**config.mk**
```make
export PLATFORM = sky130hd
export DESIGN_NAME = edff_pipe
export DESIGN_NICKNAME = d
export VERILOG_FILES = /design/src/rtl/edff_pipe_pkg.sv /design/src/rtl/edff_pipe_stage.sv /design/src/rtl/edff_pipe.sv
export SDC_FILE = /design/constraint.sdc
export NUM_CORES = 1
export LEC_CHECK = 0
export BUFFER_PORTS_ARGS = -buffer_cell sky130_fd_sc_hd__buf_2
export CAP_MARGIN = 25
export CORE_UTILIZATION = 37
export CTS_CLUSTER_DIAMETER = 60
export CTS_CLUSTER_SIZE = 10
export DETAILED_ROUTE_END_ITERATION = 7
export SLEW_MARGIN = 10
export SYNTH_ARGS = -nofsm -noshare
export SYNTH_HDL_FRONTEND = slang
export SYNTH_HIERARCHICAL = 1
export SYNTH_SLANG_ARGS = --single-unit
```
**constraint.sdc**
```tcl
create_clock -name clk -period 3.51 [get_ports clk]
set_input_delay 0.1755 -clock clk [delete_from_list [all_inputs] [get_ports clk]]
set_output_delay 0.1755 -clock clk [all_outputs]
set_load 0.03 [all_outputs]
```
**src/rtl/edff_pipe_pkg.sv**
```systemverilog
// Shared helpers for the elastic pipeline register.
//   occ_width(stages): bits needed to hold an occupancy count of 0..stages.
package edff_pipe_pkg;

  function automatic int unsigned occ_width(input int unsigned stages);
    return $clog2(stages + 1);
  endfunction

endpackage

```
**src/rtl/edff_pipe_stage.sv**
```systemverilog
// One elastic pipeline stage: a valid bit plus an enable-gated payload register.
//   clk, rst      : rising-edge clock, asynchronous active-high reset
//   flush_i       : synchronous flush, clears the valid bit, payload holds
//   src_valid_i   : upstream stage (or pipeline input) holds data
//   src_data_i    : upstream payload
//   dst_ready_i   : downstream stage (or pipeline output) can take data
//   v_o, d_o      : current valid bit and payload
//   v_d_o         : next-state valid bit (feeds the occupancy count)
//   rdy_o         : this stage can load this cycle
module edff_pipe_stage #(
  parameter int unsigned      WIDTH = 32,
  parameter logic [WIDTH-1:0] INIT  = '0
) (
  input  logic             clk,
  input  logic             rst,
  input  logic             flush_i,
  input  logic             src_valid_i,
  input  logic [WIDTH-1:0] src_data_i,
  input  logic             dst_ready_i,
  output logic             v_o,
  output logic             v_d_o,
  output logic [WIDTH-1:0] d_o,
  output logic             rdy_o
);

  logic             v_q, v_d;
  logic [WIDTH-1:0] d_q, d_d;
  logic             en;

  always_comb begin
    // An empty stage always accepts, so bubbles collapse behind a stall.
    rdy_o = !v_q || dst_ready_i;
    en    = rdy_o && src_valid_i && !flush_i;
    d_d   = en ? src_data_i : d_q;
    if (flush_i) begin
      v_d = 1'b0;
    end else if (rdy_o) begin
      v_d = src_valid_i;
    end else begin
      v_d = v_q;
    end
  end

  always_ff @(posedge clk or posedge rst) begin
    if (rst) begin
      v_q <= 1'b0;
      d_q <= INIT;
    end else begin
      v_q <= v_d;
      d_q <= d_d;
    end
  end

  assign v_o   = v_q;
  assign v_d_o = v_d;
  assign d_o   = d_q;

endmodule

```
**src/rtl/edff_pipe.sv**
```systemverilog
// Parametrised elastic pipeline register: STAGES chained valid/ready stages with
// bubble collapsing, synchronous flush and a registered occupancy count.
//   clk, rst            : rising-edge clock, asynchronous active-high reset
//   flush               : drop every held entry at the next edge
//   in_valid/in_ready   : upstream handshake, in_data payload
//   out_valid/out_ready : downstream handshake, out_data payload
//   count               : number of valid stages (0..STAGES)
module edff_pipe
  import edff_pipe_pkg::*;
#(
  parameter int unsigned      WIDTH  = 32,
  parameter int unsigned      STAGES = 2,
  parameter logic [WIDTH-1:0] INIT   = '0,
  parameter int unsigned      CNTW   = $clog2(STAGES + 1)
) (
  input  logic             clk,
  input  logic             rst,
  input  logic             flush,
  input  logic             in_valid,
  output logic             in_ready,
  input  logic [WIDTH-1:0] in_data,
  output logic             out_valid,
  input  logic             out_ready,
  output logic [WIDTH-1:0] out_data,
  output logic [CNTW-1:0]  count
);

  if (STAGES == 0) begin : g_bad_stages
    $error("edff_pipe: STAGES must be at least 1");
  end
  if (CNTW != occ_width(STAGES)) begin : g_bad_cntw
    $error("edff_pipe: CNTW is derived from STAGES and must not be overridden");
  end

  logic [STAGES-1:0] v_next;
  logic [CNTW-1:0]   count_q, count_d;

  // Each stage's ready looks at the next stage's ready, giving a combinational
  // ready chain from out_ready back to in_ready.
  for (genvar i = 0; i < STAGES; i++) begin : g_stage
    logic             src_valid, dst_ready, rdy, v, v_d;
    logic [WIDTH-1:0] src_data, d;

    if (i == 0) begin : g_first
      assign src_valid = in_valid;
      assign src_data  = in_data;
    end else begin : g_mid
      assign src_valid = g_stage[i-1].v;
      assign src_data  = g_stage[i-1].d;
    end

    if (i == STAGES - 1) begin : g_last
      assign dst_ready = out_ready;
    end else begin : g_inner
      assign dst_ready = g_stage[i+1].rdy;
    end

    edff_pipe_stage #(
      .WIDTH (WIDTH),
      .INIT  (INIT)
    ) u_stage (
      .clk         (clk),
      .rst         (rst),
      .flush_i     (flush),
      .src_valid_i (src_valid),
      .src_data_i  (src_data),
      .dst_ready_i (dst_ready),
      .v_o         (v),
      .v_d_o       (v_d),
      .d_o         (d),
      .rdy_o       (rdy)
    );

    assign v_next[i] = v_d;
  end

  always_comb begin
    count_d = '0;
    for (int i = 0; i < int'(STAGES); i++) begin
      count_d = count_d + CNTW'(v_next[i]);
    end
  end

  always_ff @(posedge clk or posedge rst) begin
    if (rst) begin
      count_q <= '0;
    end else begin
      count_q <= count_d;
    end
  end

  assign in_ready  = g_stage[0].rdy && !flush;
  assign out_valid = g_stage[STAGES-1].v && !flush;
  assign out_data  = g_stage[STAGES-1].d;
  assign count     = count_q;

endmodule

```
Yosys cells after proc, flatten, opt, wreduce, memory -nomap -nowiden. Cells that the tools add are included. W data, S select, Z words.

Flip-flop bits (word level): 68. Output and inout port bits: 36. Bits of input ports: 37.

Mux-type cells: 4. $add $sub $neg: 1. Reductions and logical operators: 11.

Operators by type and width (count): $logic_and A1 B1 Y1 (6); $mux W1 (4); $logic_not A1 Y1 (3); $add A1 B1 Y2 (1); $logic_or A1 B1 Y1 (2).

Depth between registers and ports, before layout.
Depth after elaboration: 6. Gate-level depth with buffers: 6. Mapped depth without buffers: 6.

By module. Netlist, hierarchy kept.

Modules (own cells, without submodules): edff_pipe_stage (seq. area each 825.8 um2, area each 1267.5 um2, times used 2, cells an instance 74); edff_pipe (seq. area each 50.0 um2, area each 78.8 um2, times used 1, cells an instance 6).

Least setup slack after synthesis. OpenSTA, ideal clock, no wires.

Path type: reg2reg. Start: register g_stage[1].u_stage.v_q. End: register g_stage[0].u_stage.d_q[0]. Cell stages (with the launch flop): 7. Arrival time: 1.403 ns. Path buffers: 1. Slack: 1.982 ns. Clock period less this slack: 1.528 ns. Cells stage by stage: dfrtp_1 -> nor2b_4 -> inv_1 -> nor2b_4 -> nor3b_4 -> buf_6 -> mux2_2.

Word-level cells in the longest chain between the ends: 5.

RTL lines: start, declared (line edff_pipe_stage.sv:26) `logic v_q, v_d;`; start signal, assigned (line edff_pipe_stage.sv:49) `v_q <= v_d;`; $logic_not A1 Y1 (line edff_pipe_stage.sv:32) `rdy_o = !v_q || dst_ready_i;`; $logic_or A1 B1 Y1 (line edff_pipe_stage.sv:32); net g_stage[0].dst_ready (line edff_pipe.sv:41) `logic src_valid, dst_ready, rdy, v, v_d;`; $logic_or A1 B1 Y1 (line edff_pipe_stage.sv:32); $logic_and A1 B1 Y1 (2 in series) (line edff_pipe_stage.sv:33) `en = rdy_o && src_valid_i && !flush_i;`; end signal, assigned (line edff_pipe_stage.sv:47) `d_q <= INIT;`; end signal, assigned (line edff_pipe_stage.sv:50) `d_q <= d_d;`; end, declared (line edff_pipe_stage.sv:27) `logic [WIDTH-1:0] d_q, d_d;`.

The timed path passes the listed nets, and every way through them passes these cells. A chain may end at the register's enable or synchronous reset.

Worst setup path after layout.
Start: register g_stage[1].u_stage.v_q. End: register g_stage[1].u_stage.d_q[28].

Word-level cells in the longest chain between the ends: 4.

RTL lines (line): $logic_not A1 Y1 (edff_pipe_stage.sv:32); $logic_or A1 B1 Y1 (edff_pipe_stage.sv:32); $logic_and A1 B1 Y1 (2 in series) (edff_pipe_stage.sv:33); end signal, assigned (edff_pipe_stage.sv:47); end signal, assigned (edff_pipe_stage.sv:50); end, declared (edff_pipe_stage.sv:27).

No other way between the ends.

==> results.json <==
{
  "place_area_um2": 3060,
  "finalSetupViolCount": 0,
  "io_pins": 73,
  "hpwlAfterDp_um": 3150,
  "ys_ff_latch": 68,
  "final_cell_area_um2": 3320,
  "clock-sinks": 68,
  "hold_violations": 0,
  "synth.distinct_cells": 9,
  "finalSetupTns_ns": 0,
  "leakage_nw": 1.55,
  "cts_htree_levels": 3,
  "grt_pass1_wl_um": 7760,
  "max_freq_ghz": 0.520,
  "fin_crit_ns": 1.92,
  "clk_path_buf_depth": 2,
  "die_w_um": 86.1,
  "vias_per_cell": 4.44,
  "yosys-top-cells-area": "dfrtp_1 (65%), mux2_2 (28%), buf_6 (2.6%)",
  "start_util": 0.385,
  "nets": 274,
  "hold_class": "input pin to flop",
  "die_area_um2": 7400,
  "crit_start": "g_stage[1].u_stage/v_o$_DFF_PP0_",
  "synth.largest_area_cell": "dfrtp_1",
  "numCtsBuffers": 9,
  "worstMarginPinSlew_ns": 0.587,
  "drv_slew": 0,
  "first_iter_violations": 32,
  "place_congestion": 0.648,
  "cts_tree": "done",
  "grt_remaining_overflow": 0,
  "port_buffers": 72,
  "yosysTopAreaCellShare": 0.651,
  "wirelength_um": 4830,
  "fin_skew_ns": 0.00687,
  "power_density_nw_per_um2": 726,
  "crit_required_ns": 3.72,
  "die_h_um": 86.1,
  "first_global_vias": 1523,
  "syn_nets": 192,
  "synth-seq-area-share": 0.651,
  "synth_ff_type": "dfrtp_1",
  "syn_to_final_growth_pct": 26.9,
  "status": "completed",
  "postSynthCellCount": 154,
  "synth_top_cells_by_count": "dfrtp_1 (68), mux2_2 (64), buf_6 (6), inv_1 (5), nor2_1 (4)",
  "setup.worst_path.start_class": "flop",
  "maxCapViolCount": 0,
  "ir_worst_vdd_v": 0.000295,
  "vias": 1496,
  "clkLatencyLatePin_ns": 0.33,
  "maxSlewHeadroom": 0.608,
  "diodes": 0,
  "first_pass_iters": 3,
  "cts-root-buf": "clkbuf_8",
  "nFillCells": 623,
  "drc": 0,
  "path_class": "flop to flop",
  "antenna_found_initial": 0,
  "rsz0062_at_grt": "no",
  "ant_nets": 0,
  "min_from": "in_data[8]",
  "drive_above_1_share": 0.664,
  "wire_per_inst_um": 14.3,
  "setup_ws_ns": 1.59,
  "critical_path.max_fanout": 22,
  "yosysMostFrequentCell": "dfrtp_1",
  "async_reset_ff_frac": 1.00,
  "grt_use_total": 0.143,
  "clk_pin_slew_ns": 0.08,
  "r2r-start": "g_stage[1].u_stage/v_o$_DFF_PP0_",
  "row_count": 30,
  "ys.warnings.count": 6,
  "mappedNetlistArea_um2": 2610,
  "arrival_ns": 2.14,
  "synth_enable_flop_cells": 0,
  "end_kind": "flop",
  "grt_max_degree": 34,
  "cts_resized": 0,
  "core_um2": 6790,
  "post-route-period-util": 0.548,
  "place_ws_ns": 1.59,
  "synth_area_per_cell_um2": 17.0
}
flip-flops by register name, summed over array words and instances (netlist names):
signal,flops
count,2
g_stage.u_stage/d_o,64
g_stage.u_stage/v_o,2
critical path, stage by stage (launching register included):
cell and delay [ns]:
dfrtp_1 0.37, nor2b_4 0.14, nor3b_4 0.50, buf_4 0.41, mux2_2 0.38
cell usage in the layout, fill, tap and decap left out:
master,n
buf_2,72
dfrtp_1,68
mux2_2,64
clkbuf_8,10
inv_1,5
nor2_1,4
buf_4,4
bufinv_16,3
nor2b_1,2
nor2b_4,2
nor3b_4,2
ha_1,1
clkinvlp_4,1
clkinv_4,1
clkinv_2,1
dlygate4sd3_1,1
area by class of cell:
type                            instances  area (um2)  area share
Timing Repair Buffer                   77         400       0.121
Tap cell                               96         120      0.0362
Multi-Input combinational cell         75         826       0.249
Clock buffer                           10         138      0.0415
Clock inverter                          6         111      0.0336
Inverter                                5        18.8     0.00566
Sequential cell                        68        1700       0.513
metrics by stage:
stage	cells	utilization	total power [mW]	hold slack, ns
2_1_floorplan	154	-	1.46	-0.0833
3_3_place_gp	320	0.450	1.64	0.0458
3_5_place_dp	320	0.450	1.65	0.0549
4_1_cts	337	0.488	2.44	0.0520
5_1_grt	337	0.488	2.53	0.0479
6_report	337	0.488	2.41	0.0667
report_power, final:
part,internal [mW],switching [mW]
Sequential,0.954,0.0821
Clock,0.491,0.293
Combinational,0.230,0.359
what timing repair did:
item                      in CTS  in global routing
hold buffers                   1                  0
setup buffers                  0                  0
hold endpoints to repair      68                  0
routing by layer:
layer	vias up	global-route usage	routed length (um)
li1	701	-	-
met1	738	0.189	2260
met2	49	0.209	2190
met3	8	0.0462	313
met4	0	0.0773	71
met5	-	0	0
cell families (layout without fill, tap and decap cells):
kind of cell,Yosys count,in the layout,synth area share
DFF,68,68,0.651
muxes,64,64,0.276
buffers and inverters,11,98,0.0330
and+or+nand+nor,10,10,0.0354
adders and majority gates,1,1,0.00479
worst paths after layout:
check | endpoint | slack, ns | cells past startpoint
worst max-delay path | g_stage[1].u_stage/d_o[28]$_DFFE_PP0P_ | 1.59 | 4
worst min-delay path | g_stage[0].u_stage/d_o[8]$_DFFE_PP0P_ | 0.07 | 2
worst max register to register | g_stage[1].u_stage/d_o[28]$_DFFE_PP0P_ | 1.59 | 4
worst min register to register | g_stage[1].u_stage/d_o[24]$_DFFE_PP0P_ | 0.50 | 1
max in group asynchronous | g_stage[0].u_stage/d_o[10]$_DFFE_PP0P_ | 2.68 | 4
min in group asynchronous | count[0]$_DFF_PP0_ | 0.26 | 3
No activity file was read; power rests on OpenSTA's default activity.
